## src/rtl/gpio_bank.sv

```systemverilog
// gpio_bank: N-pin GPIO bank on the 8-bit 6502 bus with per-pin alt function muxing,
// 2-flop input sync and sticky edge-detect interrupts.
module gpio_bank #(
  parameter int N_PINS = 8,
  parameter int ADDR_W = 6
) (
  input  logic                i_clk,
  input  logic                i_reset,
  input  logic                i_phi2,
  input  logic                i_en,
  input  logic                i_rw,
  input  logic [ADDR_W-1:0]   i_addr,
  input  logic [7:0]          i_data,
  output logic [7:0]          o_data,
  input  logic [N_PINS-1:0]   i_pins,
  output logic [N_PINS-1:0]   o_pins,
  output logic [N_PINS-1:0]   o_pins_oe,
  input  logic [3*N_PINS-1:0] i_alt_out,
  input  logic [3*N_PINS-1:0] i_alt_oe,
  output logic [N_PINS-1:0]   o_pins_sync,
  output logic                o_irq
);
  localparam int NB = N_PINS / 8;
  logic                r_phi2_d, r_cap_en, r_cap_rw;
  logic [ADDR_W-1:0]   r_cap_addr;
  logic [7:0]          r_cap_data;
  logic [N_PINS-1:0]   r_out, r_dir, r_ien, r_irise, r_ifall, r_stat, r_s1, r_s2, r_s3;
  logic [2*N_PINS-1:0] r_fsel;
  logic                w_commit;
  logic [N_PINS-1:0]   w_rd [7];
  logic [N_PINS-1:0]   w_wm [7];
  logic [N_PINS-1:0]   w_wd, w_set;
  logic [2*N_PINS-1:0] w_fwm, w_fwd;
  // One commit per phi2 high period, on its falling edge, from the last captured bus state.
  assign w_commit = r_phi2_d & ~i_phi2 & r_cap_en & ~r_cap_rw;
  assign w_wd = {NB{r_cap_data}};
  assign w_fwd = {2*NB{r_cap_data}};
  assign w_rd[0] = r_out;
  assign w_rd[1] = r_dir;
  assign w_rd[2] = r_s2;
  assign w_rd[3] = r_ien;
  assign w_rd[4] = r_irise;
  assign w_rd[5] = r_ifall;
  assign w_rd[6] = r_stat;
  assign w_set = r_ien & ((r_irise & r_s2 & ~r_s3) | (r_ifall & ~r_s2 & r_s3));
  assign o_pins_sync = r_s2;
  assign o_irq = |r_stat;
  always_comb begin
    o_data = '0;
    w_fwm = '0;
    for (int r = 0; r < 7; r++) w_wm[r] = '0;
    for (int r = 0; r < 7; r++)
      for (int k = 0; k < NB; k++) begin
        if (i_addr == ADDR_W'(r*NB + k)) o_data = w_rd[r][8*k +: 8];
        if (w_commit && r_cap_addr == ADDR_W'(r*NB + k)) w_wm[r][8*k +: 8] = '1;
      end
    for (int j = 0; j < 2*NB; j++) begin
      if (i_addr == ADDR_W'(7*NB + j)) o_data = r_fsel[8*j +: 8];
      if (w_commit && r_cap_addr == ADDR_W'(7*NB + j)) w_fwm[8*j +: 8] = '1;
    end
  end
  always_ff @(posedge i_clk) begin
    if (i_reset) begin
      r_phi2_d <= 1'b0;
      r_cap_en <= 1'b0;
      r_cap_rw <= 1'b0;
      r_cap_addr <= '0;
      r_cap_data <= '0;
      r_out <= '0;
      r_dir <= '0;
      r_ien <= '0;
      r_irise <= '0;
      r_ifall <= '0;
      r_stat <= '0;
      r_fsel <= '0;
      r_s1 <= '0;
      r_s2 <= '0;
      r_s3 <= '0;
      o_pins <= '0;
      o_pins_oe <= '0;
    end else begin
      r_phi2_d <= i_phi2;
      if (i_phi2) begin
        r_cap_en <= i_en;
        r_cap_rw <= i_rw;
        r_cap_addr <= i_addr;
        r_cap_data <= i_data;
      end
      r_out <= (r_out & ~w_wm[0]) | (w_wd & w_wm[0]);
      r_dir <= (r_dir & ~w_wm[1]) | (w_wd & w_wm[1]);
      r_ien <= (r_ien & ~w_wm[3]) | (w_wd & w_wm[3]);
      r_irise <= (r_irise & ~w_wm[4]) | (w_wd & w_wm[4]);
      r_ifall <= (r_ifall & ~w_wm[5]) | (w_wd & w_wm[5]);
      r_stat <= (r_stat & ~(w_wm[6] & w_wd)) | w_set;
      r_fsel <= (r_fsel & ~w_fwm) | (w_fwd & w_fwm);
      r_s1 <= i_pins;
      r_s2 <= r_s1;
      r_s3 <= r_s2;
      for (int i = 0; i < N_PINS; i++) begin
        o_pins[i] <= r_fsel[2*i +: 2] == 2'd0 ? r_out[i] :
                     r_fsel[2*i +: 2] == 2'd1 ? i_alt_out[i] :
                     r_fsel[2*i +: 2] == 2'd2 ? i_alt_out[N_PINS + i] : i_alt_out[2*N_PINS + i];
        o_pins_oe[i] <= r_fsel[2*i +: 2] == 2'd0 ? r_dir[i] :
                        r_fsel[2*i +: 2] == 2'd1 ? i_alt_oe[i] :
                        r_fsel[2*i +: 2] == 2'd2 ? i_alt_oe[N_PINS + i] : i_alt_oe[2*N_PINS + i];
      end
    end
  end
endmodule

```

## config.mk

```make
export PLATFORM = sky130hd
export DESIGN_NAME = gpio_bank
export DESIGN_NICKNAME = d
export VERILOG_FILES = /design/src/rtl/gpio_bank.sv
export SDC_FILE = /design/constraint.sdc
export NUM_CORES = 1
export LEC_CHECK = 0
export CORE_MARGIN = 3
export CORE_UTILIZATION = 55
export CTS_CLUSTER_SIZE = 28
export DETAILED_ROUTE_END_ITERATION = 6
export PLACE_DENSITY_LB_ADDON = 0.12
export SYNTH_ARGS = -nofsm -noshare
export SYNTH_HDL_FRONTEND = slang
export SYNTH_SLANG_ARGS = --single-unit
```

## constraint.sdc

```tcl
create_clock -name i_clk -period 4.7 [get_ports i_clk]
set_input_delay 1.175 -clock i_clk [delete_from_list [all_inputs] [get_ports i_clk]]
set_output_delay 1.175 -clock i_clk [all_outputs]
set_load 0.05 [all_outputs]
```

# == Word-level counts from Yosys, hierarchy flattened ==
# Index checks and enable logic that the tools add are counted.
# word_totals
word_cells,173
ff_bits,121
output_inout_bits,33
input_bits,75
# classes
muxes,65
n_reduce_logical,19
bitwise_logic,41
eq_ne,31
# ops
cell,n
$and 8x8->8,17
$mux 8,17
$not 8->8,8
$or 8x8->8,7
$eq 6x3->1 const B,8
$mux 1,48
$and 16x16->16,2
$eq 6x2->1 const B,3
$eq 2x1->1 const B,8
$eq 2x2->1 const B,8
$logic_not 2->1,8
$not 16->16,1
$or 16x16->16,1
$eq 6x1->1 const B,2
$eq 6x4->1 const B,2
$logic_not 6->1,2
$logic_and 1x1->1,8
$reduce_or 8->1,1
$and 1x1->1,3
$not 1->1,2

# == Depth between registers and ports, before layout ==
# logic_depth
word_depth,10
mapped_depth,6
depth_no_buf,4

# == Worst setup path after synthesis ==
# OpenSTA, ideal clock, no wires.
# synth_timing
path_type,input to output
from,input port i_addr[0]
to,output port o_data[1]
arrival_ps,3222
path_buffers,1
cell_stages,5
path_slack_ps,303
t_required_ps,3525
path_cell_list,buf_4 -> or4b_1 -> a211oi_2 -> a21oi_1 -> a31oi_1
# synth_between
elab_chain_len,10
word_cells_on_any_way,18
# synth_lines
element,line,source
from (decl),12,"input logic [ADDR_W-1:0] i_addr,"
$logic_not 6->1,54,if (i_addr == ADDR_W'(r*NB + k)) o_data = w_rd[r][8*k +: 8];
$mux 8 (7 in a row),54,
$mux 8,58,if (i_addr == ADDR_W'(7*NB + j)) o_data = r_fsel[8*j +: 8];
$mux 8 *,58,
to (decl),14,"output logic [7:0] o_data,"
# Mark *: on every way between the ends. The rest lies on a longest branch, timed or not.

# == Final worst setup path ==
# layout_timing
from,input port i_addr[2]
to,output port o_data[5]
# The elaborated chain is that of the path after synthesis.

==> flow_metrics.env <==
export IMPL_worst_pin_slew_ns=1.105
export IMPL_syn_nets=588
export IMPL_cp_startpoint="i_addr[2]"
export IMPL_final_setup_tns_ns=0
export IMPL_final_util=0.7865
export IMPL_critPathKind="primary input to output pin"
export IMPL_start_kind="primary input"
export IMPL_synth_top_flop_cell="dfxtp_1"
export IMPL_worst_path_max_fanout=6
export IMPL_peakVddDrop_v=0.0002670
export IMPL_start_util=0.5832
export IMPL_status="finished, final reports clean"
export IMPL_clock_fmax_ghz=0.2186
export IMPL_dp_final_hpwl_mm=9.884
export IMPL_fin_area_um2=7059
export IMPL_design_core_area_um2=8976
export IMPL_ctsResizeCount=0
export IMPL_min_path_type="register to register"
export IMPL_rows=34
export IMPL_dpl_instance_area_um2=6484
export IMPL_yosys_top_cells_count="dfxtp_1 (121), nor2_1 (78), mux2i_1 (74), nor2b_1 (44)"
export IMPL_internal_power_mw=1.910
export IMPL_wirelength_mm=14.19
export IMPL_share_clk_of_total_power=0.497
export IMPL_cp_end_kind="output pin"
export IMPL_fp_dieArea_um2=10720
export IMPL_clock_skew_ns=0.005266
export IMPL_crit_required_ns=3.52
export IMPL_switching_share=0.2310
export IMPL_synthTopCellsByArea="dfxtp_1 (46%), mux2i_1 (14%), mux4_2 (6.9%)"
export IMPL_yosys_warnings=0
export IMPL_grtUsageTotal=0.2719
export IMPL_netlist_cell_type_count=43
export IMPL_syn_area_um2=5235
export IMPL_p_leak_nw=2.919
export IMPL_ys_ff_latch=121
export IMPL_rr_startpoint="r_cap_rw"
export IMPL_grt_pass1_vias=4356
export IMPL_ys_seq_area_frac=0.4627
export IMPL_post_cts_buffers=0
export IMPL_antenna_found_initial=0
export IMPL_overflow=0
export IMPL_grt_first_pass_wirelength_mm=23.23
export IMPL_slew_viol_final=0
export IMPL_seqPwrFrac=0.430
export IMPL_async_reset_ff_frac=0
export IMPL_die_w_um=103.6
export IMPL_fillers=593
export IMPL_setup_violations=0
export IMPL_power_frac_comb=0.073
export IMPL_cts_num_sinks=121
export IMPL_arrival_ns=3.40
export IMPL_hp_start="r_s1[5]"
export IMPL_maxSlewHeadroom=0.2534
export IMPL_cts_root_buf="clkbuf_8"
export IMPL_synth_largest_area_cell="dfxtp_1"
export IMPL_synth_cells=513
export IMPL_cts_tree="built"
export IMPL_holdWs_ns=0.4343
export IMPL_synth_edf_count=0
export IMPL_h_tree_depth=4
export IMPL_pin_count=108
export IMPL_powerDensity_nw_per_um2=351.8
export IMPL_grt_max_degree=86
export IMPL_fin_crit_ns=4.575
export IMPL_avgSynthCellArea_um2=10.20
export IMPL_diodes=0
export IMPL_final_hold_viol_count=0
export IMPL_numCtsBuffers=17
export IMPL_ctsLongestPathBuffers=2
export IMPL_drt_first_pass_iters=5
export IMPL_drt_initial_drc_count=336
export IMPL_cts_hold_buf=0
export IMPL_maxCapViolations=0
export IMPL_areaGrowthSynthToFinish_pct=34.85
export IMPL_fin_nets=692
export IMPL_die_h_um=103.6
export IMPL_vias=4392
export IMPL_rsz0062_at_grt="no"
export IMPL_clk_pin_slew_ns=0.06
export IMPL_wire_per_inst_um=18.79
export IMPL_port_buffers=107
export IMPL_drc=0
export IMPL_synth_most_common_cell="dfxtp_1"
export IMPL_place_congestion=0.9448
export IMPL_drtAntennaViolNets=0
export IMPL_clkLatencyLatePin_ns=0.50
export IMPL_p_switching_uw=573.8
export IMPL_via_per_inst=5.817
export IMPL_drive_gt1_frac=0.1463
export IMPL_synth_top_cell_area_share=0.4627
export IMPL_fin_crit_sh=0.9734
export IMPL_total_power_mw=2.484
[per-stage QoR]
step	setup WS, ns	cells
3_3_place_gp	0.2027	724
5_1_grt	0.02749	755
2_1_floorplan	0.3028	513
3_5_place_dp	0.1649	724
4_1_cts	0.1323	755
6_report	0.1249	755
[cells by family after synthesis]
group	Yosys count	share of synthesized area
and+or+nand+nor	179	0.1869
buffers and inverters	44	0.03537
DFF	121	0.4627
muxes	97	0.2254
AOI/OAI and AO/OA	72	0.08963
[layout make-up]
class,count,area (um^2),area share
Multi-Input combinational cell,348,2628,0.3722
Sequential cell,121,2422,0.3431
Timing Repair Buffer,119,1239,0.1755
Clock buffer,18,427.9,0.06062
Tap cell,126,157.7,0.02233
Clock inverter,13,147.6,0.02091
Inverter,10,37.54,0.005317
[placed cells by master (no fill, tap or decap), types with 3 or more instances in the layout]
cell type        synthesis  final
clkbuf_16                0     16
a21oi_1                 16     16
a31oi_1                  6      6
nand3b_1                 9      9
clkdlybuf4s50_1          0     98
o21ai_0                 24     24
buf_4                    2     13
clkinvlp_4               0      7
nor2_1                  78     78
mux4_2                  16     16
o221a_2                  7      7
buf_12                   0      8
clkinv_4                 0      3
inv_1                   10     10
nor2b_1                 44     44
o22ai_1                  8      8
dfxtp_1                121    121
a22oi_1                  6      6
mux2i_1                 74     74
nand2_1                 19     19
mux2_2                   7      7
nand4_1                  6      6
[power by group through the flow]
stage	sequential (mW)	combinational, mW	clock [mW]
floorplan	1.08	0.0843	0
global placement	1.09	0.176	0
detailed placement	1.09	0.179	0
CTS	1.07	0.181	1.25
global route	1.07	0.193	1.30
finish	1.07	0.181	1.24
[path summary, 6_finish.rpt]
kind | slack, ns | to | depth (start not counted)
max | 0.12 | o_data[5] | 7
min reg2reg | 0.43 | o_pins_sync[5] | 1
min | 0.43 | o_pins_sync[5] | 1
max reg2reg | 1.95 | register | 4
[per-layer routing]
metal	vias to the layer above	track usage	wire [um]
li1	2037	-	-
met1	2126	0.3659	6212
met2	205	0.4388	6676
met3	24	0.05846	976
met5	-	0	0
met4	0	0.09022	319
[critical path, cell delays in order]
cell and delay [ns]:
clkdlybuf4s50_1 0.48, or3b_1 0.53, nor4b_4 0.36, buf_4 0.21
a22oi_1 0.07, a31oi_1 0.38, buf_12 0.19
Power figures use the tool's default switching activity.
